[src/rtl/id_pkg.sv]
// Shared definitions for the ID-stage operand fetch and hazard logic.
// Optional build macro: ID_STALL_PERF_EN (enables the stall performance counter).
package id_pkg;

    localparam logic [3:0] REG_INVALID = 4'hF;
    localparam logic [3:0] REG_SP      = 4'hE;
    localparam logic [3:0] REG_T       = 4'hD;

    // Register write effect of an accepted instruction on the scoreboard.
    typedef enum logic [1:0] {
        RWE_NONE = 2'd0,
        RWE_ALU  = 2'd1,
        RWE_LOAD = 2'd2
    } rwe_t;

    // Low bit of tap `tap` inside a flattened per-tap bus of `width`-bit fields.
    function automatic int tap_lo(input int tap, input int width);
        return tap * width;
    endfunction

endpackage

[src/rtl/id_scoreboard.sv]
// Per-register load scoreboard: countdown of cycles until an in-flight load result is bypassable.
// Optional build macro: none (see id_hazard_unit for ID_STALL_PERF_EN).
module id_scoreboard
    import id_pkg::*;
#(
    parameter int REG_AW   = 4,
    parameter int LOAD_LAT = 1
) (
    input  logic              clk,
    input  logic              rst,
    input  logic              accept,
    input  logic [REG_AW-1:0] wreg,
    input  logic              is_load,
    input  logic [REG_AW-1:0] rs1_addr,
    input  logic [REG_AW-1:0] rs2_addr,
    output logic              busy1,
    output logic              busy2
);

    localparam int NREG = 1 << REG_AW;
    localparam int CW   = $clog2(LOAD_LAT + 1);
    localparam logic [REG_AW-1:0] INV = REG_AW'(REG_INVALID);

    rwe_t            rwe;
    logic [CW-1:0]   cnt [NREG];
    logic [NREG-1:0] busy_vec;

    always_comb begin
        rwe = RWE_NONE;
        if (accept && (wreg != INV)) begin
            rwe = is_load ? RWE_LOAD : RWE_ALU;
        end
    end

    // A fresh issue to a register overrides its decrement in the same cycle.
    always_ff @(posedge clk) begin
        if (!rst) begin
            for (int r = 0; r < NREG; r++) begin
                cnt[r] <= '0;
            end
        end else begin
            for (int r = 0; r < NREG; r++) begin
                if ((rwe != RWE_NONE) && (wreg == REG_AW'(r))) begin
                    cnt[r] <= (rwe == RWE_LOAD) ? CW'(LOAD_LAT) : '0;
                end else if (cnt[r] != '0) begin
                    cnt[r] <= cnt[r] - CW'(1);
                end
            end
        end
    end

    genvar gi;
    generate
        for (gi = 0; gi < NREG; gi++) begin : g_busy
            assign busy_vec[gi] = (cnt[gi] != '0);
        end
    endgenerate

    assign busy1 = (rs1_addr != INV) && busy_vec[rs1_addr];
    assign busy2 = (rs2_addr != INV) && busy_vec[rs2_addr];

endmodule

[src/rtl/id_hazard_unit.sv]
// ID-stage operand bypass (nearest tap wins) plus load-use stall and stall statistics.
// Optional build macro: ID_STALL_PERF_EN enables the 32-bit wrapping stall counter.
module id_hazard_unit
    import id_pkg::*;
#(
    parameter int DATA_W    = 16,
    parameter int REG_AW    = 4,
    parameter int FWD_DEPTH = 3,
    parameter int LOAD_LAT  = 1,
    parameter int RUN_W     = 4
) (
    input  logic                          clk,
    input  logic                          rst,
    input  logic [REG_AW-1:0]             rs1_addr,
    input  logic [REG_AW-1:0]             rs2_addr,
    input  logic [DATA_W-1:0]             rf1_data,
    input  logic [DATA_W-1:0]             rf2_data,
    input  logic [FWD_DEPTH-1:0]          fwd_valid,
    input  logic [FWD_DEPTH*REG_AW-1:0]   fwd_reg,
    input  logic [FWD_DEPTH*DATA_W-1:0]   fwd_data,
    input  logic                          iss_valid,
    input  logic [REG_AW-1:0]             iss_wreg,
    input  logic                          iss_is_load,
    output logic [DATA_W-1:0]             op1_data,
    output logic [DATA_W-1:0]             op2_data,
    output logic                          stall,
    output logic                          iss_accept,
    output logic [RUN_W-1:0]              stall_run,
    output logic [31:0]                   perf_stall_cnt
);

    localparam logic [REG_AW-1:0] INV     = REG_AW'(REG_INVALID);
    localparam logic [RUN_W-1:0]  RUN_MAX = '1;

    logic [REG_AW-1:0]    tap_reg [FWD_DEPTH];
    logic [DATA_W-1:0]    tap_dat [FWD_DEPTH];
    logic [FWD_DEPTH-1:0] hit1;
    logic [FWD_DEPTH-1:0] hit2;
    logic                 busy1;
    logic                 busy2;
    logic [RUN_W-1:0]     run_reg;

    genvar gi;
    generate
        for (gi = 0; gi < FWD_DEPTH; gi++) begin : g_tap
            assign tap_reg[gi] = fwd_reg[tap_lo(gi, REG_AW) +: REG_AW];
            assign tap_dat[gi] = fwd_data[tap_lo(gi, DATA_W) +: DATA_W];
            assign hit1[gi]    = fwd_valid[gi] && (tap_reg[gi] == rs1_addr);
            assign hit2[gi]    = fwd_valid[gi] && (tap_reg[gi] == rs2_addr);
        end
    endgenerate

    // Walk from the farthest tap inward so the nearest match is applied last.
    always_comb begin
        op1_data = rf1_data;
        op2_data = rf2_data;
        for (int i = FWD_DEPTH - 1; i >= 0; i--) begin
            if (hit1[i] && (rs1_addr != INV)) op1_data = tap_dat[i];
            if (hit2[i] && (rs2_addr != INV)) op2_data = tap_dat[i];
        end
    end

    id_scoreboard #(
        .REG_AW   (REG_AW),
        .LOAD_LAT (LOAD_LAT)
    ) u_scoreboard (
        .clk      (clk),
        .rst      (rst),
        .accept   (iss_accept),
        .wreg     (iss_wreg),
        .is_load  (iss_is_load),
        .rs1_addr (rs1_addr),
        .rs2_addr (rs2_addr),
        .busy1    (busy1),
        .busy2    (busy2)
    );

    assign stall      = busy1 | busy2;
    assign iss_accept = iss_valid & ~stall;

    always_ff @(posedge clk) begin
        if (!rst) begin
            run_reg <= '0;
        end else if (stall) begin
            if (run_reg != RUN_MAX) run_reg <= run_reg + RUN_W'(1);
        end else begin
            run_reg <= '0;
        end
    end

    assign stall_run = run_reg;

`ifdef ID_STALL_PERF_EN
    logic [31:0] perf_reg;

    always_ff @(posedge clk) begin
        if (!rst) begin
            perf_reg <= '0;
        end else if (stall) begin
            perf_reg <= perf_reg + 32'd1;
        end
    end

    assign perf_stall_cnt = perf_reg;
`else
    assign perf_stall_cnt = 32'd0;
`endif

endmodule

[config.mk]
export PLATFORM = sky130hd
export DESIGN_NAME = id_hazard_unit
export DESIGN_NICKNAME = d
export VERILOG_FILES = /design/src/rtl/id_pkg.sv /design/src/rtl/id_scoreboard.sv /design/src/rtl/id_hazard_unit.sv
export SDC_FILE = /design/constraint.sdc
export NUM_CORES = 1
export LEC_CHECK = 0
export CORE_ASPECT_RATIO = 1.4
export CORE_MARGIN = 2
export CORE_UTILIZATION = 30
export CTS_CLUSTER_SIZE = 24
export DETAILED_ROUTE_END_ITERATION = 16
export PLACE_DENSITY = 0.69
export SYNTH_ARGS = -nofsm -noshare
export SYNTH_HDL_FRONTEND = slang
export SYNTH_SLANG_ARGS = --single-unit
[constraint.sdc]
create_clock -name clk -period 2.5 [get_ports clk]
set_input_delay 0.5 -clock clk [delete_from_list [all_inputs] [get_ports clk]]
set_output_delay 0.5 -clock clk [all_outputs]
set_load 0.1 [all_outputs]
==> out/results.tsv <==
metric	value	unit
outcome	finished, violations left	
violated checks	setup timing	
I/O pin count	181	
Post-Syn Area	3070	um^2
RR Endpoint	u_scoreboard.cnt[1][5]	
pre-CTS setup slack	-0.633	ns
Min Hold Slack	0.613	ns
Peak VDD IR	0.000445	V
# diodes	0	
P_leak	2.83	nW
detailed-route via count	4669	
post-layout min period	2.63	ns
synthesis-to-layout area growth	134	%
design area	7200	um^2
Max Transition Viols Final	0	
crit path launch type	primary input	
layout cell share with drive strength beyond 1	52.3	%
CTS max path bufs	2	
commonest non-fill, non-tap cell in the layout	clkdlybuf4s50_1	
#FFs+latches synth	19	
Post-DP Area	6050	um^2
global-route wire length before repair	23000	um
crit end category	output port	
FILL cells	648	
critical-path cell list	buf_6 -> buf_6 -> xor2_1 -> nor2_2 -> o2111ai_4 -> buf_12 -> o21ai_0 -> buf_4 -> o21ai_4 -> buf_12	
RePlAce Congestion	0.934	
clock sink total	19	
dpl hpwl	11000	um
TritonRoute pass-1 iters	5	
final setup fails	28	
Highest Clock Rate	380	MHz
TritonCTS clock tree	done	
Root Driver	clkbuf_16	
CTS HTree Levels	1	
EDFF count, synth	14	
chip width	89.5	um
Vert. Die Dim	124	um
Starting Density	30.9	%
Wirelength per Cell	23.3	um
reg2reg path depth	7	
Hold EP	stall_run[2]	
port bufs	148	
core area	9950	um^2
R2R Setup Slk	0.13	ns
antenna violations before repair	0	
Total GRT Usage	26.8	%
CTS Buf Count	3	
commonest cells after routing, fill and taps aside	87 x clkdlybuf4s50_1, 68 x buf_4, 48 x buf_12	
Worst Path Max Fanout	8	
fin crit share	105	%
vias per inst	5.87	
CTS clk-pin slew, worst paths	0.06	ns
worst hold path startpoint	stall_run[2]	
die area	11100	um^2
FF-to-FF Start	u_scoreboard.cnt[1][2]	
total gr overflow	0	
CP Class	primary input to output port	
Routed Antenna Nets	0	
Final Skew	0.00470	ns
CP max-delay cell	o2111ai_4	
row count	43	
Nets	774	
final hold violations	0	
Post-synth ARST share	0	%
largest net degree at the start of global routing	33	
Worst EP arrival	2.13	ns
sequential share of the synthesized area	16.9	%
Final Power	2.68	mW
Data required, critical path	2.00	ns
PwrDens	372	nW/um^2
YS warnings	0	
initial drt markers	281	
Hold Path Depth	2	
CP peak stage delay	0.25	ns
Detailed Route WL	18500	um
vias in the first global route	4520	
RSZ-0062 raised after global routing	yes	
Final WS setup	-0.132	ns
Avg Inst Size Synth	6.89	um^2
# DRC	0	
Synth cell types	41	
Hold Crit Class	flip-flop to flip-flop	
maxcap violations	0	
predominant post-synthesis flop cell	edfxtp_1	
worst skew pair latency	0.25	ns
Mapped Cells	446	
-- power by group --
part           total [mW]  internal, mW  switching (mW)  leakage [nW]
registers           0.375         0.358          0.0167         0.191
logic                1.98         0.758            1.22          2.60
clock network       0.332         0.215           0.117        0.0409
total                2.68          1.33            1.35          2.83
-- worst max-delay path: cells and delay by family --
family / cells / cell delay [ns]
buf+inv: 5 / 0.79
simple gates: 1 / 0.16
xor+xnor: 1 / 0.15
compound gates: 3 / 0.51
-- metrics by stage --
step | util [%] | cells | setup TNS (ns)
2_1_floorplan | - | 477 | -1.34
3_3_place_gp | 60.7 | 770 | -26.84
3_5_place_dp | 60.7 | 770 | -31.20
4_1_cts | 66.5 | 796 | -0.110
5_1_grt | 72.3 | 796 | -2.69
6_report | 72.3 | 796 | -1.29
-- registers in the layout, summed over array words and instances (netlist names) --
| name | flops |
|---|---|
| u_scoreboard.cnt | 15 |
| stall_run | 4 |
-- cells in the mapped netlist (2+ instances only) --
master | number | area share, %
xnor2_1 | 11 | 3.1
clkbuf_1 | 23 | 2.8
buf_4 | 33 | 8.1
xor2_1 | 10 | 2.9
o211ai_1 | 2 | 0.49
nor3_1 | 10 | 1.6
buf_2 | 11 | 1.8
o311ai_1 | 6 | 1.7
o21ai_1 | 5 | 0.81
nand3b_1 | 4 | 0.98
mux4_2 | 4 | 2.9
nor2_1 | 29 | 3.5
o2111ai_1 | 4 | 1.1
a211oi_1 | 21 | 5.1
inv_1 | 9 | 1.1
buf_6 | 2 | 0.73
a31oi_1 | 5 | 1.0
and3_1 | 21 | 4.3
nand4_1 | 5 | 1.0
o21ai_0 | 82 | 13
mux2i_1 | 6 | 2.0
edfxtp_1 | 14 | 14
nand3_1 | 50 | 8.1
nor2b_1 | 12 | 2.4
o2111a_1 | 5 | 1.8
dfxtp_1 | 5 | 3.3
nand2_1 | 43 | 5.3
-- worst max path at each step --
stage / start / to / slack [ns] / cells after the start
after floorplan: rs1_addr[0] / iss_accept / -0.25 / 6
after global placement: rs1_addr[0] / u_scoreboard.cnt[1][4] / -0.51 / 7
after detailed placement: rs1_addr[0] / u_scoreboard.cnt[1][4] / -0.63 / 7
after CTS: u_scoreboard.cnt[1][2] / stall / -0.05 / 6
after global routing: rs2_addr[3] / op2_data[14] / -0.16 / 9
final: rs2_addr[2] / op2_data[14] / -0.13 / 10
-- what timing repair did --
item,CTS,global route
pin swaps,29,56
setup endpoints to repair,67,34
gates resized for setup,129,199
gates cloned,7,6
setup buffers,15,6
hold buffers,0,0
-- layer usage --
| layer | global-route usage, % | share of wire, % | up-vias |
|---|---|---|---|
| met5 | 0 | 0 | - |
| met4 | 10.9 | 7.6 | 0 |
| met3 | 3.31 | 10 | 131 |
| met2 | 51.8 | 52 | 368 |
| met1 | 28.3 | 30 | 2174 |
| li1 | - | - | 1996 |
-- layout make-up --
cell class	instances	area (um^2)	area share [%]
Clock buffer	3	75.1	1.04
Clock inverter	1	5.00	0.0695
Inverter	9	33.8	0.469
Multi-Input combinational cell	380	3490	48.5
Sequential cell	19	520	7.23
Tap cell	135	169	2.35
Timing Repair Buffer	249	2900	40.3
-- cells by family after synthesis --
group	share of synthesized area, %
other	0.122
XOR/XNOR	5.99
multiplexers	5.25
AND/OR/NAND/NOR	28.1
flip-flops	16.9
adder cells (fa/ha/maj)	0.407
buffers and inverters	14.5
AO/OA/AOI/OAI	28.7
(Power assumes the default switching activity.)
